`src/rtl/mcpu_vram_bridge.sv`:
```
// mcpu_vram_bridge: posts CPU VRAM stores into a small FIFO
// and retires them into the GPU VRAM port only during blanking.
module mcpu_vram_bridge #(
  parameter int ADDR_WIDTH  = 13,
  parameter int VDATA_WIDTH = 8,
  parameter int DEPTH_LOG2  = 3
) (
  input  logic                   clk,
  input  logic                   reset,
  input  logic                   cpu_we,
  input  logic [ADDR_WIDTH-1:0]  cpu_addr,
  input  logic [VDATA_WIDTH-1:0] cpu_data,
  input  logic                   flush,
  input  logic                   ovf_clr,
  input  logic                   display_on,
  output logic [ADDR_WIDTH-1:0]  vram_addr,
  output logic [VDATA_WIDTH-1:0] vram_data,
  output logic                   vram_we,
  output logic                   full,
  output logic                   empty,
  output logic [DEPTH_LOG2:0]    count,
  output logic                   overflow
);

  localparam int DEPTH = 1 << DEPTH_LOG2;

  logic [ADDR_WIDTH-1:0]  addr_mem [DEPTH];
  logic [VDATA_WIDTH-1:0] data_mem [DEPTH];

  logic [DEPTH_LOG2-1:0] wr_ptr;
  logic [DEPTH_LOG2-1:0] rd_ptr;
  logic [DEPTH_LOG2-1:0] tail_ptr;
  logic [DEPTH_LOG2:0]   cnt;
  logic                  ovf_q;

  logic pop;
  logic tail_hit;
  logic tail_popping;
  logic coalesce;
  logic push;
  logic drop;

  // count never exceeds DEPTH, so the MSB alone marks full
  assign empty = (cnt == '0);
  assign full  = cnt[DEPTH_LOG2];
  assign count = cnt;
  assign overflow = ovf_q;

  assign tail_ptr = wr_ptr - 1'b1;

  // retire is held off while reset is asserted so a pending
  // entry cannot leak out in the cycle that discards it
  assign vram_we = reset && !empty && !display_on && !flush;
  assign pop     = vram_we;

  assign tail_hit     = (addr_mem[tail_ptr] == cpu_addr);
  assign tail_popping = pop && (tail_ptr == rd_ptr);

  assign coalesce = cpu_we && !flush && !empty &&
                    tail_hit && !tail_popping;
  assign push     = cpu_we && !flush && !coalesce && !full;
  assign drop     = cpu_we && !flush && !coalesce && full;

  // head entry, forced to zero when nothing is queued
  always_comb begin
    vram_addr = '0;
    vram_data = '0;
    if (!empty) begin
      vram_addr = addr_mem[rd_ptr];
      vram_data = data_mem[rd_ptr];
    end
  end

  // entry storage: new push at wr_ptr or data merge into tail
  always_ff @(posedge clk) begin
    if (push) begin
      addr_mem[wr_ptr] <= cpu_addr;
      data_mem[wr_ptr] <= cpu_data;
    end else if (coalesce) begin
      data_mem[tail_ptr] <= cpu_data;
    end
  end

  // pointer and occupancy bookkeeping
  always_ff @(posedge clk) begin
    if (!reset || flush) begin
      wr_ptr <= '0;
      rd_ptr <= '0;
      cnt    <= '0;
    end else begin
      if (push)
        wr_ptr <= wr_ptr + 1'b1;
      if (pop)
        rd_ptr <= rd_ptr + 1'b1;
      unique case ({push, pop})
        2'b10:   cnt <= cnt + 1'b1;
        2'b01:   cnt <= cnt - 1'b1;
        default: cnt <= cnt;
      endcase
    end
  end

  // sticky drop flag; a drop beats a same-cycle clear
  always_ff @(posedge clk) begin
    if (!reset)
      ovf_q <= 1'b0;
    else if (drop)
      ovf_q <= 1'b1;
    else if (ovf_clr)
      ovf_q <= 1'b0;
  end

endmodule

```
`config.mk`:
```
export PLATFORM = sky130hd
export DESIGN_NAME = mcpu_vram_bridge
export DESIGN_NICKNAME = d
export VERILOG_FILES = /design/src/rtl/mcpu_vram_bridge.sv
export SDC_FILE = /design/constraint.sdc
export NUM_CORES = 1
export LEC_CHECK = 0
export BUFFER_PORTS_ARGS = -buffer_cell sky130_fd_sc_hd__buf_2
export CORE_ASPECT_RATIO = 0.5
export CORE_MARGIN = 5
export CORE_UTILIZATION = 55
export CTS_CLUSTER_SIZE = 10
export DETAILED_ROUTE_END_ITERATION = 12
export HOLD_SLACK_MARGIN = 0.12
export PLACE_DENSITY = 0.78
export SLEW_MARGIN = 20
export SYNTH_ARGS = -nofsm -noshare
export SYNTH_HDL_FRONTEND = slang
export SYNTH_SLANG_ARGS = --single-unit
export TNS_END_PERCENT = 50
```
`constraint.sdc`:
```
create_clock -name clk -period 13.55 [get_ports clk]
set_input_delay 0.6775 -clock clk [delete_from_list [all_inputs] [get_ports clk]]
set_output_delay 0.6775 -clock clk [all_outputs]
set_load 0.02 [all_outputs]
```
# == Word level (Yosys, flattened, before mapping) ==
# Memories as Yosys holds them, arrays and structs flattened. A register that Yosys moved wholly into a read port is not among the register bits.
# Cells that the tools add are included.
# word_totals
register_bits,11
latchBits,0
mem_bits_rw,168
rom_bits,0
elab_cells,55
mem_count,2
# classes
n_addsub,5
mul,0
div,0
magnitude_cmp,0
eq_ne,4
shifts,0
n_mux,17
bitwise,0
n_reduce_logical,23
# memory_table
memory,words,width,read_ports,rd_ports_with_merged_regs,wr,line,source
addr_mem,8,13,2,1,1,27,logic [ADDR_WIDTH-1:0] addr_mem [DEPTH];
data_mem,8,8,1,1,1,28,logic [VDATA_WIDTH-1:0] data_mem [DEPTH];
# ops
cell,n
$mux 8,2
$mux 3,5
$eq 13x13->1,1
$mux 13,1
$logic_and 1x1->1,11
$mux 1,8
$pmux 4 s2,1
$reduce_or 8->1,1
$logic_not 1->1,7
$add 3x1->3 const B,2
$add 4x1->4 const B,1
$logic_not 4->1,1
$reduce_bool 2->1,2
$sub 4x1->4 const B,1
$eq 3x3->1,1
$sub 3x1->3 const B,1
$eq 2x1->1 const B,1
$eq 2x2->1 const B,1
$logic_or 1x1->1,1

# == Logic depth before layout (Yosys ltp) ==
# logic_depth
depth_word,15
ltp_mapped,21

# == Least setup slack after synthesis ==
# Ideal clock, no wire load.
# synth_path
path_type,flip-flop to flip-flop
start,register wr_ptr[0]
end,"register cnt[3], in the netlist count[3]"
setup_time_ps,71
arrival_ps,4170
required_ps,13479
slack_ps,9309
path_stages_with_launch,22
n_path_buf,6
synth_period_minus_slack_ps,4241
path_cell_list,dfxtp_1 > buf_6 > buf_6 > buf_6 > inv_2 > ha_1 > buf_2 > buf_2 > clkbuf_1 > mux4_2 > nand2_1 > a21oi_1 > a211oi_1 > o2111ai_4 > nand2_1 > ha_1 > ha_1 > a21o_1 > a21oi_1 > xnor2_1 > or3_1 > a21oi_1
# synth_via
elab_chain_len,10
word_cells_on_any_way,15
classes_between,add/sub (1); eq/ne (4); mux (1); reduce/logical (8); memory (1)
# synth_lines
element,line,source
from (decl),30,logic [DEPTH_LOG2-1:0] wr_ptr;
from (signal assigned),92,wr_ptr <= wr_ptr + 1'b1;
$sub 3x1->3 (*),49,assign tail_ptr = wr_ptr - 1'b1;
net tail_ptr[0],32,logic [DEPTH_LOG2-1:0] tail_ptr;
$mem_v2 8x13 / $eq 3x3->1 (equally long branches),-,
$eq 13x13->1 / $logic_and 1x1->1 (equally long branches),"56, 57",
$logic_and 1x1->1 / $logic_not 1->1 (equally long branches),"59, 60",
$logic_and 1x1->1 (*),60,tail_hit && !tail_popping;
$logic_not 1->1 (*),61,assign push = cpu_we && !flush && !coalesce && !full;
$logic_and 1x1->1 (*) (2 in series),61,
$eq 2x1->1 / $eq 2x2->1 (equally long branches),95,"unique case ({push, pop})"
$pmux 4 s2 / $reduce_bool 2->1 (equally long branches),-,
to (signal assigned),96,2'b10: cnt <= cnt + 1'b1;
to (signal assigned),97,2'b01: cnt <= cnt - 1'b1;
to (signal assigned),98,default: cnt <= cnt;
to (decl),33,logic [DEPTH_LOG2:0] cnt;
# The timed path passes the listed nets; every way through them passes the cells marked *.
# A chain may end at the register's enable or synchronous reset.

# == Worst setup path in the final report ==
# layout_path
start,register wr_ptr[1]
end,memory data_mem[1][1] (enable)
# layout_via
elab_chain_len,12
word_cells_on_any_way,19
classes_between,add/sub (1); eq/ne (2); mux (7); reduce/logical (8); memory (1)
# layout_lines
element,line,source
$sub 3x1->3,49,
$mem_v2 8x13 / $eq 3x3->1 (equally long branches),-,
$eq 13x13->1 / $logic_and 1x1->1 (equally long branches),"56, 57",
$logic_and 1x1->1 / $logic_not 1->1 (equally long branches),"59, 60",
$logic_and 1x1->1,60,
$logic_not 1->1,61,
$logic_and 1x1->1 (2 in series),61,
$mux 1,76,if (push) begin
$mux 1 (not written as such),80,data_mem[tail_ptr] <= cpu_data;
$reduce_or 8->1 (no line),-,
$mux 3 (no line) / $mux 1 (equally long branches),-,
to (decl),28,
# Parallel ways exist; a longest one is shown, timed or not.

==> results.yml <==
timing:
  setup_viol_count_final: 0
  drv_slew: 0
  max_freq_mhz: 185.3
  worstMarginPinSlew_ps: 1082
  max_slew_margin_pct: 27.67
  min_period_ps: 5395
  tns_ps: 0
  rsz0062_at_grt: "false"
  hold_viol: 0
  fin_crit_sh_pct: 39.82
  fin_skew_ps: 11.33
setup_path:
  critPathRequiredTime_ps: 13590
  crit_path_start_kind: "flop"
  r2r_cells: 10
  path_class: "reg2reg"
  worstPathArrival_ps: 5440
  crit_path_end_kind: "flop"
  critPathMaxFanout: 26
synth:
  yosys-top-cells-count: "168 x edfxtp_1, 66 x mux4_2, 41 x nor2_1"
  yosysTopAreaCell: "edfxtp_1"
  synth_cell_type_count: 50
  avgSynthCellArea_sq_um: 16.94
  synth_top_area_share_pct: 59.10
  synth_warnings: 0
  yosysMostFrequentCell: "edfxtp_1"
  synth.area.top_cells: "edfxtp_1 59%, mux4_2 17%, mux2i_1 3.8%"
  synth_edf_count: 168
  synth_top_flop_cell: "edfxtp_1"
  synth_async_sr_flop_share_pct: 0
  synth_seq_cells: 182
  ys_seq_area_share_pct: 62.39
  syn_nets: 538
  synthCells: 504
  netlist_area_sq_um: 8536
floorplanning:
  die-area_sq_um: 18260
  die_w_um: 186.2
  rows: 32
  fp.dieH_um: 98.09
  floorplan.initialDensity_pct: 55.81
  core_sq_um: 15290
  ios: 56
clocking:
  cts_buffer_depth: 2
  clock-sinks: 182
  cts-root-buf: "clkbuf_16"
  cts_inserted_buffers: 17
  clk_pin_slew_worst_paths_ps: 70
  holdBufCountCts: 0
  htree_levels: 4
  cts_resized: 0
  cts_tree: "yes"
  cts_setup_buffers: 0
  clock_latency_ps: 420
pwr:
  switchingPower_uw: 264.8
  peakVddDrop_mv: 0.09158
  p_seq_share_pct: 53.0
  pwr-share-comb_pct: 5.1
  p_int_uw: 901.1
  swShare_pct: 22.71
  p_clk_share_pct: 41.8
  leakagePower_nw: 3.077
  cellPowerDensity_nw_per_um2: 121.3
global_routing:
  grt_pass1_wl_um: 28080
  grt_overflow: 0
  grt_pass1_vias: 4942
  grtUsageTotal_pct: 20.44
  grt_start_max_net_pins: 35
  antenna_found_initial: 0
outcome:
  status: "completed"
routing:
  drt_iter0_drc: 431
  avgRoutedWirePerCell_um: 22.98
  vias_per_cell: 6.234
  drt_first_pass_iters: 5
  final_antenna_net_count: 0
  vias: 4831
  drt-total-wl_um: 17810
  drc_errors: 0
min_path:
  hold_path.class: "in2reg"
  min_delay_path_depth: 2
placement:
  placed_area_sq_um: 9024
  gp_congestion: 0.8314
  portBuffers: 55
  dpl.hpwl_um: 11290
layout:
  antenna_cells: 0
  final_cell_area_sq_um: 9613
  area_growth_pct: 12.62
  fillers: 1045
  drive_gt1_share_pct: 32.05
  utilization_pct: 62.85
  final_nets: 592
job:
  max_cap_violations: 0
cells in the final DEF (no fill, tap or decap), types with 2 or more instances in the layout:
cell type	count
xor2_1	6
inv_1	8
xnor2_1	23
a31o_2	3
nor3_1	6
dfxtp_2	3
buf_4	12
buf_2	55
nor2_1	39
nor2_2	2
nand2b_1	4
edfxtp_1	168
dfxtp_1	11
o21a_1	2
nor3b_1	3
o21ai_0	2
ha_1	6
clkinv_8	2
nand2_1	16
nand3_1	5
clkinv_4	3
mux2i_1	32
a31oi_1	12
inv_6	5
nor3_2	2
clkbuf_16	17
mux4_2	66
nor2b_1	4
inv_8	2
or3_1	3
o21ai_1	3
a21oi_1	10
a21o_1	2
nand4_1	9
final cells by class:
cell class              count  area, sq um  share of cell area (%)
repair buffers             67        365.4                   3.801
well taps                 204        255.2                   2.655
clock buffers              17        425.4                   4.425
multi-input cells         281         3040                   31.63
inverters                   9        33.78                  0.3514
flip-flops and latches    182         5329                   55.43
clock inverters            15        163.9                   1.705
worst paths after layout:
| path | to | slack, ps | start |
|---|---|---|---|
| worst max-delay path | data_mem[1][1] | 8150 | wr_ptr[1] |
| worst min-delay path | overflow | 490 | reset |
| worst max register to register | data_mem[1][1] | 8150 | wr_ptr[1] |
| worst min register to register | overflow | 510 | overflow |
flip-flops by register name, indices dropped and copies added (netlist names), named ones only:
signal / cells
rd_ptr: 3
addr_mem: 104
overflow: 1
count: 4
wr_ptr: 3
data_mem: 64
metrics by stage:
step / cells / power [mW] / setup WS [ps] / hold WS, ps
final: 775 / 1.166 / 8155 / 494.6
after global routing: 775 / 1.202 / 7907 / 526.0
after CTS: 775 / 1.172 / 8212 / 486.5
after detailed placement: 743 / 0.6906 / 8270 / 502.0
after global placement: 743 / 0.6892 / 8430 / 481.1
after floorplan: 504 / 0.6677 / 9309 / 487.3
power groups by stage:
stage / combinational, mW / sequential [mW] / clock (mW)
floorplan: 0.0370 / 0.631 / 0
global placement: 0.0585 / 0.631 / 0
detailed placement: 0.0598 / 0.631 / 0
CTS: 0.0601 / 0.618 / 0.493
global route: 0.0650 / 0.618 / 0.518
finish: 0.0599 / 0.618 / 0.488
logic make-up after synthesis:
logic type | Yosys count | synth area share (%)
AOI/OAI and AO/OA | 45 | 4.105
DFF | 182 | 62.39
buffers and inverters | 41 | 2.243
xor gates and xnor gates | 30 | 3.166
muxes | 99 | 21.34
and+or+nand+nor | 100 | 5.643
adders and majority gates | 7 | 1.114
critical path: stages, from the launching register on:
cell and delay (ps):
dfxtp_1 460, inv_1 120, ha_1 830, buf_4 470
mux4_2 380, xnor2_1 190, a41oi_1 230, or3_1 410
a21oi_1 740, nand4_1 260, a31oi_1 910
layer usage:
metal | wire length, um | global-route usage (%)
met1 | 7498 | 28.74
met4 | 148 | 4.309
met5 | 0 | 0
met2 | 8880 | 33.39
met3 | 1280 | 4.578
No activity file was read; power rests on OpenSTA's default activity.
